<file path="src/rtl/complex_fir_decim.sv">
// Complex low-pass FIR decimator: circular delay line per rail, one time-shared MAC per rail,
// and a rounded, saturated output every DECIM accepted samples.
module complex_fir_decim #(
    parameter int IN_W   = 22,
    parameter int OUT_W  = 24,
    parameter int COEF_W = 16,
    parameter int N_TAPS = 16,
    parameter int DECIM  = 4,
    parameter int SHIFT  = 15,
    parameter logic [N_TAPS-1:0][COEF_W-1:0] COEFFS = {N_TAPS{16'd2048}}
) (
    input  logic             clk,
    input  logic             reset,
    input  logic             in_valid,
    output logic             in_ready,
    input  logic [IN_W-1:0]  in_real,
    input  logic [IN_W-1:0]  in_imag,
    output logic             out_valid,
    output logic [OUT_W-1:0] out_real,
    output logic [OUT_W-1:0] out_imag,
    output logic             overrun
);
    localparam int PTR_W  = $clog2(N_TAPS);
    localparam int PH_W   = (DECIM > 1) ? $clog2(DECIM) : 1;
    localparam int PROD_W = IN_W + COEF_W;
    localparam int ACC_W  = PROD_W + PTR_W;

    localparam logic [PH_W-1:0]        PH_LAST  = PH_W'(DECIM - 1);
    localparam logic [PTR_W-1:0]       TAP_LAST = PTR_W'(N_TAPS - 1);
    localparam logic signed [ACC_W:0]  HALF     = (ACC_W + 1)'(1) << (SHIFT - 1);
    localparam logic signed [ACC_W:0]  OUT_MAX  = {{(ACC_W + 2 - OUT_W){1'b0}}, {(OUT_W - 1){1'b1}}};
    localparam logic signed [ACC_W:0]  OUT_MIN  = {{(ACC_W + 2 - OUT_W){1'b1}}, {(OUT_W - 1){1'b0}}};

    typedef enum logic [1:0] {IDLE, MAC, ROUND} state_t;

    state_t                    state_reg;
    state_t                    state_next;
    logic [PTR_W-1:0]          wr_ptr_reg;
    logic [PTR_W-1:0]          newest_reg;
    logic [PTR_W-1:0]          tap_reg;
    logic [PTR_W-1:0]          rd_idx;
    logic [PH_W-1:0]           phase_reg;
    logic signed [ACC_W-1:0]   acc_r_reg;
    logic signed [ACC_W-1:0]   acc_i_reg;
    logic signed [IN_W-1:0]    line_r [N_TAPS];
    logic signed [IN_W-1:0]    line_i [N_TAPS];
    logic signed [COEF_W-1:0]  coef [N_TAPS];
    logic signed [PROD_W-1:0]  prod_r;
    logic signed [PROD_W-1:0]  prod_i;
    logic signed [ACC_W-1:0]   prod_r_ext;
    logic signed [ACC_W-1:0]   prod_i_ext;
    logic                      accept;
    logic                      trigger;
    logic                      out_valid_reg;
    logic                      overrun_reg;
    logic [OUT_W-1:0]          out_real_reg;
    logic [OUT_W-1:0]          out_imag_reg;

    genvar gi;
    generate
        for (gi = 0; gi < N_TAPS; gi++) begin : g_coef
            assign coef[gi] = COEFFS[gi];
        end
    endgenerate

    assign in_ready = (state_reg == IDLE);
    assign accept   = in_valid && in_ready;
    assign trigger  = accept && (phase_reg == PH_LAST);

    // newest_reg points at x[n]; walking backwards through the ring gives x[n-k].
    assign rd_idx     = newest_reg - tap_reg;
    assign prod_r     = coef[tap_reg] * line_r[rd_idx];
    assign prod_i     = coef[tap_reg] * line_i[rd_idx];
    assign prod_r_ext = {{PTR_W{prod_r[PROD_W-1]}}, prod_r};
    assign prod_i_ext = {{PTR_W{prod_i[PROD_W-1]}}, prod_i};

    function automatic logic [OUT_W-1:0] round_sat(input logic signed [ACC_W-1:0] acc);
        logic signed [ACC_W:0] biased;
        logic signed [ACC_W:0] shifted;
        logic [OUT_W-1:0]      result;
        biased  = $signed({acc[ACC_W-1], acc}) + HALF;
        shifted = biased >>> SHIFT;
        if (shifted > OUT_MAX) begin
            result = OUT_MAX[OUT_W-1:0];
        end else if (shifted < OUT_MIN) begin
            result = OUT_MIN[OUT_W-1:0];
        end else begin
            result = shifted[OUT_W-1:0];
        end
        return result;
    endfunction

    always_ff @(posedge clk or negedge reset) begin
        if (!reset) begin
            state_reg <= IDLE;
        end else begin
            state_reg <= state_next;
        end
    end

    always_comb begin
        state_next = state_reg;
        case (state_reg)
            IDLE:    if (trigger) state_next = MAC;
            MAC:     if (tap_reg == TAP_LAST) state_next = ROUND;
            ROUND:   state_next = IDLE;
            default: state_next = IDLE;
        endcase
    end

    always_ff @(posedge clk or negedge reset) begin
        if (!reset) begin
            wr_ptr_reg    <= '0;
            newest_reg    <= '0;
            phase_reg     <= '0;
            tap_reg       <= '0;
            acc_r_reg     <= '0;
            acc_i_reg     <= '0;
            out_real_reg  <= '0;
            out_imag_reg  <= '0;
            out_valid_reg <= 1'b0;
            overrun_reg   <= 1'b0;
            for (int i = 0; i < N_TAPS; i++) begin
                line_r[i] <= '0;
                line_i[i] <= '0;
            end
        end else begin
            out_valid_reg <= 1'b0;
            if (in_valid && !in_ready) begin
                overrun_reg <= 1'b1;
            end
            if (accept) begin
                line_r[wr_ptr_reg] <= in_real;
                line_i[wr_ptr_reg] <= in_imag;
                wr_ptr_reg         <= wr_ptr_reg + 1'b1;
                phase_reg          <= (phase_reg == PH_LAST) ? '0 : phase_reg + 1'b1;
            end
            if (trigger) begin
                newest_reg <= wr_ptr_reg;
                tap_reg    <= '0;
                acc_r_reg  <= '0;
                acc_i_reg  <= '0;
            end
            case (state_reg)
                MAC: begin
                    acc_r_reg <= acc_r_reg + prod_r_ext;
                    acc_i_reg <= acc_i_reg + prod_i_ext;
                    tap_reg   <= tap_reg + 1'b1;
                end
                ROUND: begin
                    out_real_reg  <= round_sat(acc_r_reg);
                    out_imag_reg  <= round_sat(acc_i_reg);
                    out_valid_reg <= 1'b1;
                end
                default: ;
            endcase
        end
    end

    assign out_valid = out_valid_reg;
    assign out_real  = out_real_reg;
    assign out_imag  = out_imag_reg;
    assign overrun   = overrun_reg;

endmodule

</file>
<file path="config.mk">
export PLATFORM = sky130hd
export DESIGN_NAME = complex_fir_decim
export DESIGN_NICKNAME = d
export VERILOG_FILES = /design/src/rtl/complex_fir_decim.sv
export SDC_FILE = /design/constraint.sdc
export NUM_CORES = 1
export LEC_CHECK = 0
export CAP_MARGIN = 20
export CORE_AREA = 5 5 312 314
export CTS_CLUSTER_SIZE = 10
export DETAILED_ROUTE_END_ITERATION = 8
export DIE_AREA = 0 0 317 319
export GPL_TIMING_DRIVEN = 1
export SLEW_MARGIN = 5
export SYNTH_ARGS = -nofsm -noshare
export SYNTH_HDL_FRONTEND = slang
export SYNTH_SLANG_ARGS = --single-unit
</file>
<file path="constraint.sdc">
create_clock -name clk -period 12.4 [get_ports clk]
set_clock_uncertainty 0.2 [all_clocks]
set_input_delay 1.24 -clock clk [delete_from_list [all_inputs] [get_ports clk]]
set_output_delay 1.24 -clock clk [all_outputs]
set_load 0.02 [all_outputs]
</file>
# Word-level counts from Yosys, hierarchy flattened
# Memories as Yosys holds them, arrays and structs flattened.
# Cells that the tools add are included.
[word_totals]
regBits = 854
mem_count = 1
output_inout_bits = 51
input_bits = 47
romBits = 256
elab_cells = 105
[mem_list]
columns = ["name", "depth", "width", "rd", "rd_ports_with_merged_regs", "wr", "line_no", "rtl"]
rows = [
  ["(no name shown)", 16, 16, 1, 0, 0, "73", "assign prod_i = coef[tap_reg] * line_i[rd_idx];"],
]
[op_classes]
bitwise_logic = 3
n_reduce_logical = 8
n_lt_le_gt_ge = 8
multipliers = 2
n_eq_ne = 6
addsub = 8
muxes = 26
[ops]
columns = ["cell", "n"]
rows = [
  ["$bwmux 352", 2],
  ["$bmux 22 s4", 2],
  ["$mux 42", 3],
  ["$mux 22", 5],
  ["$mux 24", 4],
  ["$demux 22 s4", 1],
  ["$add 42x16->43 const B", 2],
  ["$add 42x38->42", 2],
  ["$mul 16x22->38", 2],
  ["$gt 28x24->1 const B", 2],
  ["$lt 28x24->1 const B", 2],
  ["$mux 16", 2],
  ["$ge 5x5->1 const B", 3],
  ["$not 4->5", 3],
  ["$add 4x1->4 const B", 2],
  ["$mux 4", 2],
  ["$mux 2", 3],
  ["$lt 5x1->1 const B", 1],
  ["$eq 2x2->1 const B", 2],
  ["$eq 4x4->1 const B", 1],
  ["$logic_and 1x1->1", 4],
  ["$ne 2x2->1 const B", 2],
  ["$pmux 2 s2", 1],
  ["$sub 4x4->4", 1],
  ["7 further kinds", 7],
]

# Depth between registers and ports, before layout
[depth]
ltp_word = 8
mapped_depth = 24
ltp_nobuf = 22

# Worst setup path before layout
# Ideal clock, no wire load.
[synth_timing]
path_type = "reg2reg"
startpoint = "register tap_reg[0]"
endpoint = "register acc_i_reg[41]"
path_buffers = 3
setup_ns = 0.122
stages_incl_launch_ff = 24
arrival_ns = 5.493
synth_period_minus_slack_ns = 5.814
t_required_ns = 12.078
slack_ns = 6.586
path_cell_list = "dfrtp_1 ha_1 inv_1 fa_1 clkbuf_1 clkbuf_1 clkbuf_1 mux4_2 a211oi_1 a31oi_1 ha_1 ha_1 ha_1 inv_1 fa_1 nand2b_1 a21oi_1 o21ai_1 o21ai_1 a31oi_1 o21ai_1 nor4_1 or3_1 a32o_1"
[synth_between]
elab_chain_cells = 8
word_cells_on_any_way = 12
cone_classes = "add/sub (2); mul (1); mux (6); bitwise (2); memory (1)"
[synth_lines]
columns = ["item", "line_no", "rtl"]
rows = [
  ["start: declaration", "40", "logic [PTR_W-1:0] tap_reg;"],
  ["start signal: assignment", "148", "tap_reg <= tap_reg + 1'b1;"],
  ["$sub 4x4->4", "71", "assign rd_idx = newest_reg - tap_reg;"],
  ["$not 4->5 (not written as such)", "73", ""],
  ["$bmux 22 s4", "73", ""],
  ["$mux 22 (not written as such) (2 in a row)", "73", ""],
  ["$mul 16x22->38 *", "73", ""],
  ["$add 42x38->42 *", "147", "acc_i_reg <= acc_i_reg + prod_i_ext;"],
  ["$mux 42 *", "144", "case (state_reg)"],
  ["end signal: assignment", "147", ""],
  ["end: declaration", "44", "logic signed [ACC_W-1:0] acc_i_reg;"],
]
# Mark *: on every way between the ends. The rest lies on a longest branch, timed or not. The select of a mux whose other input is x is not followed.
# A chain may end at the register's enable or synchronous reset.

# Final worst setup path
[layout_timing]
startpoint = "register tap_reg[0]"
endpoint = "register acc_r_reg[40]"
[layout_between]
elab_chain_cells = 8
word_cells_on_any_way = 12
cone_classes = "add/sub (2); mul (1); mux (6); bitwise (2); memory (1)"
[layout_lines]
columns = ["item", "line_no", "rtl"]
rows = [
  ["$sub 4x4->4", "71", ""],
  ["$not 4->5 (not written as such)", "72", "assign prod_r = coef[tap_reg] * line_r[rd_idx];"],
  ["$bmux 22 s4", "72", ""],
  ["$mux 22 (not written as such) (2 in a row)", "72", ""],
  ["$mul 16x22->38 *", "72", ""],
  ["$add 42x38->42 *", "146", "acc_r_reg <= acc_r_reg + prod_r_ext;"],
  ["$mux 42 *", "144", ""],
  ["end signal: assignment", "146", ""],
  ["end: declaration", "43", "logic signed [ACC_W-1:0] acc_r_reg;"],
]
# Marked as above.

==> metrics.txt <==
# TYPE chip_impl_metric gauge
chip_impl_metric{name="postSynthNetCount",unit=""} 3348
chip_impl_info{name="layout_commonest_cell",value="sky130_fd_sc_hd__dfrtp_1"} 1
chip_impl_metric{name="min_delay_path_depth",unit=""} 1
chip_impl_info{name="worst_setup_path_start_kind",value="flop"} 1
chip_impl_metric{name="placed_cells_incl_taps",unit=""} 4294
chip_impl_metric{name="antenna_found_initial",unit=""} 8
chip_impl_metric{name="grt_max_degree",unit=""} 155
chip_impl_metric{name="wirelength",unit="mm"} 106
chip_impl_info{name="holdCritStartpoint",value="overrun"} 1
chip_impl_metric{name="dpl_worst_slack",unit="ns"} 4.96
chip_impl_info{name="hold_path.class",value="flop to flop"} 1
chip_impl_metric{name="drt_pass1_iterations",unit=""} 5
chip_impl_metric{name="cts_hold_repair.buffers",unit=""} 0
chip_impl_metric{name="netlist-cell-type-count",unit=""} 73
chip_impl_info{name="ctsRootBufferMaster",value="sky130_fd_sc_hd__clkbuf_16"} 1
chip_impl_metric{name="req_time_crit_path",unit="ns"} 12.72
chip_impl_metric{name="finalWeightedCongestion",unit=""} 0.845
chip_impl_metric{name="max_slew.worst_pin.slew",unit="ns"} 1.11
chip_impl_metric{name="grt_pass1_wl",unit="mm"} 168
chip_impl_metric{name="setup_ws",unit="ns"} 4.90
chip_impl_metric{name="min_period_over_period",unit="%"} 60.5
chip_impl_metric{name="design.portCount",unit=""} 98
chip_impl_metric{name="clk_transition_reported_paths",unit="ns"} 0.06
chip_impl_metric{name="post_drt_via_cell_ratio",unit=""} 5.86
chip_impl_metric{name="hold_viol_final",unit=""} 0
chip_impl_metric{name="antenna_left",unit=""} 0
chip_impl_metric{name="final.fill_count",unit=""} 8054
chip_impl_metric{name="max_cap_violations",unit=""} 0
chip_impl_metric{name="post_layout_nonfiller_instances",unit=""} 4433
chip_impl_info{name="hold_path_end",value="overrun"} 1
chip_impl_metric{name="clkLatencyLatePin",unit="ns"} 0.67
chip_impl_metric{name="yosysWarningCount",unit=""} 0
chip_impl_metric{name="synth_async_sr_flop_share",unit="%"} 100
chip_impl_metric{name="reg2reg_setup_slack",unit="ns"} 4.90
chip_impl_info{name="yosysTopAreaCell",value="sky130_fd_sc_hd__dfrtp_1"} 1
chip_impl_metric{name="dp.final_hpwl",unit="mm"} 60.5
chip_impl_info{name="end_kind",value="flop"} 1
chip_impl_metric{name="post_cts.resized_instances",unit=""} 0
chip_impl_metric{name="clock_tree.buffer_depth",unit=""} 3
chip_impl_metric{name="syn-cell-area",unit="um2"} 42000
chip_impl_info{name="outcome",value="completed"} 1
chip_impl_info{name="grt_setup_unrepaired",value="false"} 1
chip_impl_info{name="critical_path.reg2reg.endpoint",value="acc_r_reg[40]"} 1
chip_impl_metric{name="routed-via-count",unit=""} 26000
chip_impl_metric{name="globalRouteTotalUtil",unit="%"} 21.2
chip_impl_metric{name="synth_enable_flop_cells",unit=""} 0
chip_impl_metric{name="post_route_cells_drive_above_1_share",unit="%"} 35.1
chip_impl_metric{name="globalRouteOverflowTotal",unit=""} 0
chip_impl_metric{name="netlist.area_leader.share",unit="%"} 49.6
chip_impl_metric{name="syn_to_final_growth",unit="%"} 12.2
chip_impl_info{name="tritoncts",value="done"} 1
chip_impl_metric{name="clock_sink_count",unit=""} 832
chip_impl_metric{name="drt_first_iter_violations",unit=""} 1560
chip_impl_metric{name="utilization",unit="%"} 49.9
chip_impl_metric{name="die_width",unit="um"} 317
chip_impl_metric{name="report.final.setup_viol",unit=""} 0
chip_impl_metric{name="top_achievable_clock_speed",unit="GHz"} 0.133
chip_impl_metric{name="synth-seq-cells",unit=""} 832
chip_impl_info{name="layout_common_cells",value="sky130_fd_sc_hd__dfrtp_1 (832), sky130_fd_sc_hd__mux2_2 (709), sky130_fd_sc_hd__nand2_1 (191)"} 1
chip_impl_metric{name="critical_path.max_fanout",unit=""} 49
chip_impl_metric{name="initial_utilization",unit="%"} 44.5
chip_impl_metric{name="clock_tree.htree_level_count",unit=""} 3
chip_impl_info{name="regToRegStartpoint",value="tap_reg[0]"} 1
chip_impl_info{name="netlist_top_cells_area",value="sky130_fd_sc_hd__dfrtp_1 (50%), sky130_fd_sc_hd__mux2_2 (19%), sky130_fd_sc_hd__mux4_2 (9.4%), sky130_fd_sc_hd__ha_1 (5.5%), sky130_fd_sc_hd__nand2_1 (1.7%)"} 1
chip_impl_info{name="biggestRegsByFlops",value="line_i x352, line_r x352"} 1
chip_impl_metric{name="die_height",unit="um"} 319
chip_impl_metric{name="postCtsSetupRepairBufs",unit=""} 0
chip_impl_metric{name="drt_drc_violations_left",unit=""} 0
chip_impl_metric{name="num_cts_buffers",unit=""} 97
chip_impl_metric{name="tns",unit="ns"} 0
chip_impl_metric{name="wire_per_inst",unit="um"} 23.8
chip_impl_metric{name="io_buffers",unit=""} 97
chip_impl_metric{name="number_of_global_route_vias_before_repair",unit=""} 28100
chip_impl_metric{name="postSynthAreaPerCell",unit="um2"} 13.5
chip_impl_metric{name="timing.slew.headroom",unit="%"} 25.8
chip_impl_metric{name="number_of_instances_in_the_synthesized_netlist",unit=""} 3113
chip_impl_metric{name="core_region_area",unit="um2"} 94300
chip_impl_info{name="critical_path_class",value="flop to flop"} 1
chip_impl_metric{name="rr_worst_depth",unit=""} 21
chip_impl_metric{name="die_area",unit="um2"} 101000
chip_impl_metric{name="layout_min_cycle_time",unit="ns"} 7.50
chip_impl_metric{name="final_nets",unit=""} 3370
chip_impl_metric{name="rows",unit=""} 113
chip_impl_info{name="synth_flop_cell",value="sky130_fd_sc_hd__dfrtp_1"} 1
chip_impl_metric{name="seq_area_frac_synth",unit="%"} 49.6
chip_impl_metric{name="finalMaxSlewViolations",unit=""} 0
chip_impl_metric{name="crit_arrival",unit="ns"} 7.82
==> layer usage <==
layer	vias to the layer above	GRT usage [%]	routed length (um)
met5	-	0	76
met4	12	4.95	1970
met3	149	3.66	4930
met2	505	34.4	50500
met1	13800	30.0	48200
li1	11500	-	-
==> kinds of logic after synthesis <==
family                     count (synthesis)  share of synthesized area (%)
buffers and inverters                    247                           2.42
xor gates and xnor gates                  98                           2.05
adders and majority gates                188                           5.66
and+or+nand+nor                          469                           5.28
AOI/OAI and AO/OA                        394                           6.49
muxes                                    885                           28.5
DFF                                      832                           49.6
==> through the flow <==
| stage | instance area [um2] | hold slack, ns |
|---|---|---|
| after detailed placement | 44200 | 0.265 |
| after global placement | 44200 | 0.249 |
| after global routing | 47100 | 0.293 |
| after CTS | 46900 | 0.281 |
| final | 47100 | 0.270 |
| after floorplan | 42000 | 0.250 |
==> cells in the mapped netlist (48+ instances only) <==
library cell and instances:
sky130_fd_sc_hd__mux2_2 709, sky130_fd_sc_hd__nand3_1 71, sky130_fd_sc_hd__nand2_1 192, sky130_fd_sc_hd__a211oi_1 50
sky130_fd_sc_hd__mux4_2 176, sky130_fd_sc_hd__nor2_1 73, sky130_fd_sc_hd__a21oi_1 49, sky130_fd_sc_hd__a31oi_1 52
sky130_fd_sc_hd__dfrtp_1 832, sky130_fd_sc_hd__ha_1 185, sky130_fd_sc_hd__o21ai_0 82, sky130_fd_sc_hd__xor2_1 50
sky130_fd_sc_hd__xnor2_1 48, sky130_fd_sc_hd__clkbuf_1 183
==> critical path, stage by stage, from the launching register on <==
cell and delay, ns:
sky130_fd_sc_hd__dfrtp_1 0.46, sky130_fd_sc_hd__ha_4 0.16, sky130_fd_sc_hd__inv_1 0.05, sky130_fd_sc_hd__fa_4 1.38, sky130_fd_sc_hd__buf_4 0.66, sky130_fd_sc_hd__buf_4 0.59, sky130_fd_sc_hd__mux4_2 0.38, sky130_fd_sc_hd__and2_1 0.16
sky130_fd_sc_hd__a211oi_1 0.25, sky130_fd_sc_hd__a31oi_1 0.17, sky130_fd_sc_hd__ha_1 0.38, sky130_fd_sc_hd__ha_1 0.30, sky130_fd_sc_hd__ha_1 0.38, sky130_fd_sc_hd__a21oi_1 0.15, sky130_fd_sc_hd__o21ai_0 0.14, sky130_fd_sc_hd__a22oi_1 0.30
sky130_fd_sc_hd__o21ai_2 0.13, sky130_fd_sc_hd__a31o_2 0.30, sky130_fd_sc_hd__a311o_1 0.31, sky130_fd_sc_hd__a21oi_1 0.18, sky130_fd_sc_hd__xor2_1 0.16, sky130_fd_sc_hd__o21ai_1 0.07
==> final cells by class <==
type                            count  area [um2]  area share, %
Sequential cell                   832       20800           44.2
Multi-Input combinational cell   2034       20400           43.3
Clock buffer                      122        2650           5.64
Tap cell                         1265        1580           3.36
Timing Repair Buffer              145        1460           3.09
Inverter                           25        93.8          0.199
Clock inverter                      9        90.1          0.191
Antenna cell                        1        2.50        0.00532
==> worst max path at each step <==
| stage | to | slack [ns] | cells after the start | from |
|---|---|---|---|---|
| after floorplan | acc_i_reg[41] | 6.59 | 23 | tap_reg[0] |
| after global placement | acc_r_reg[40] | 5.02 | 22 | newest_reg[0] |
| after detailed placement | acc_r_reg[40] | 4.96 | 21 | tap_reg[0] |
| after CTS | acc_r_reg[40] | 4.93 | 21 | tap_reg[0] |
| after global routing | acc_r_reg[40] | 4.62 | 21 | tap_reg[0] |
| final | acc_r_reg[40] | 4.90 | 21 | tap_reg[0] |
Power is left out: the tool's default activity adds up to more than one toggle a clock period on the data nets, which glitch-free logic cannot reach.
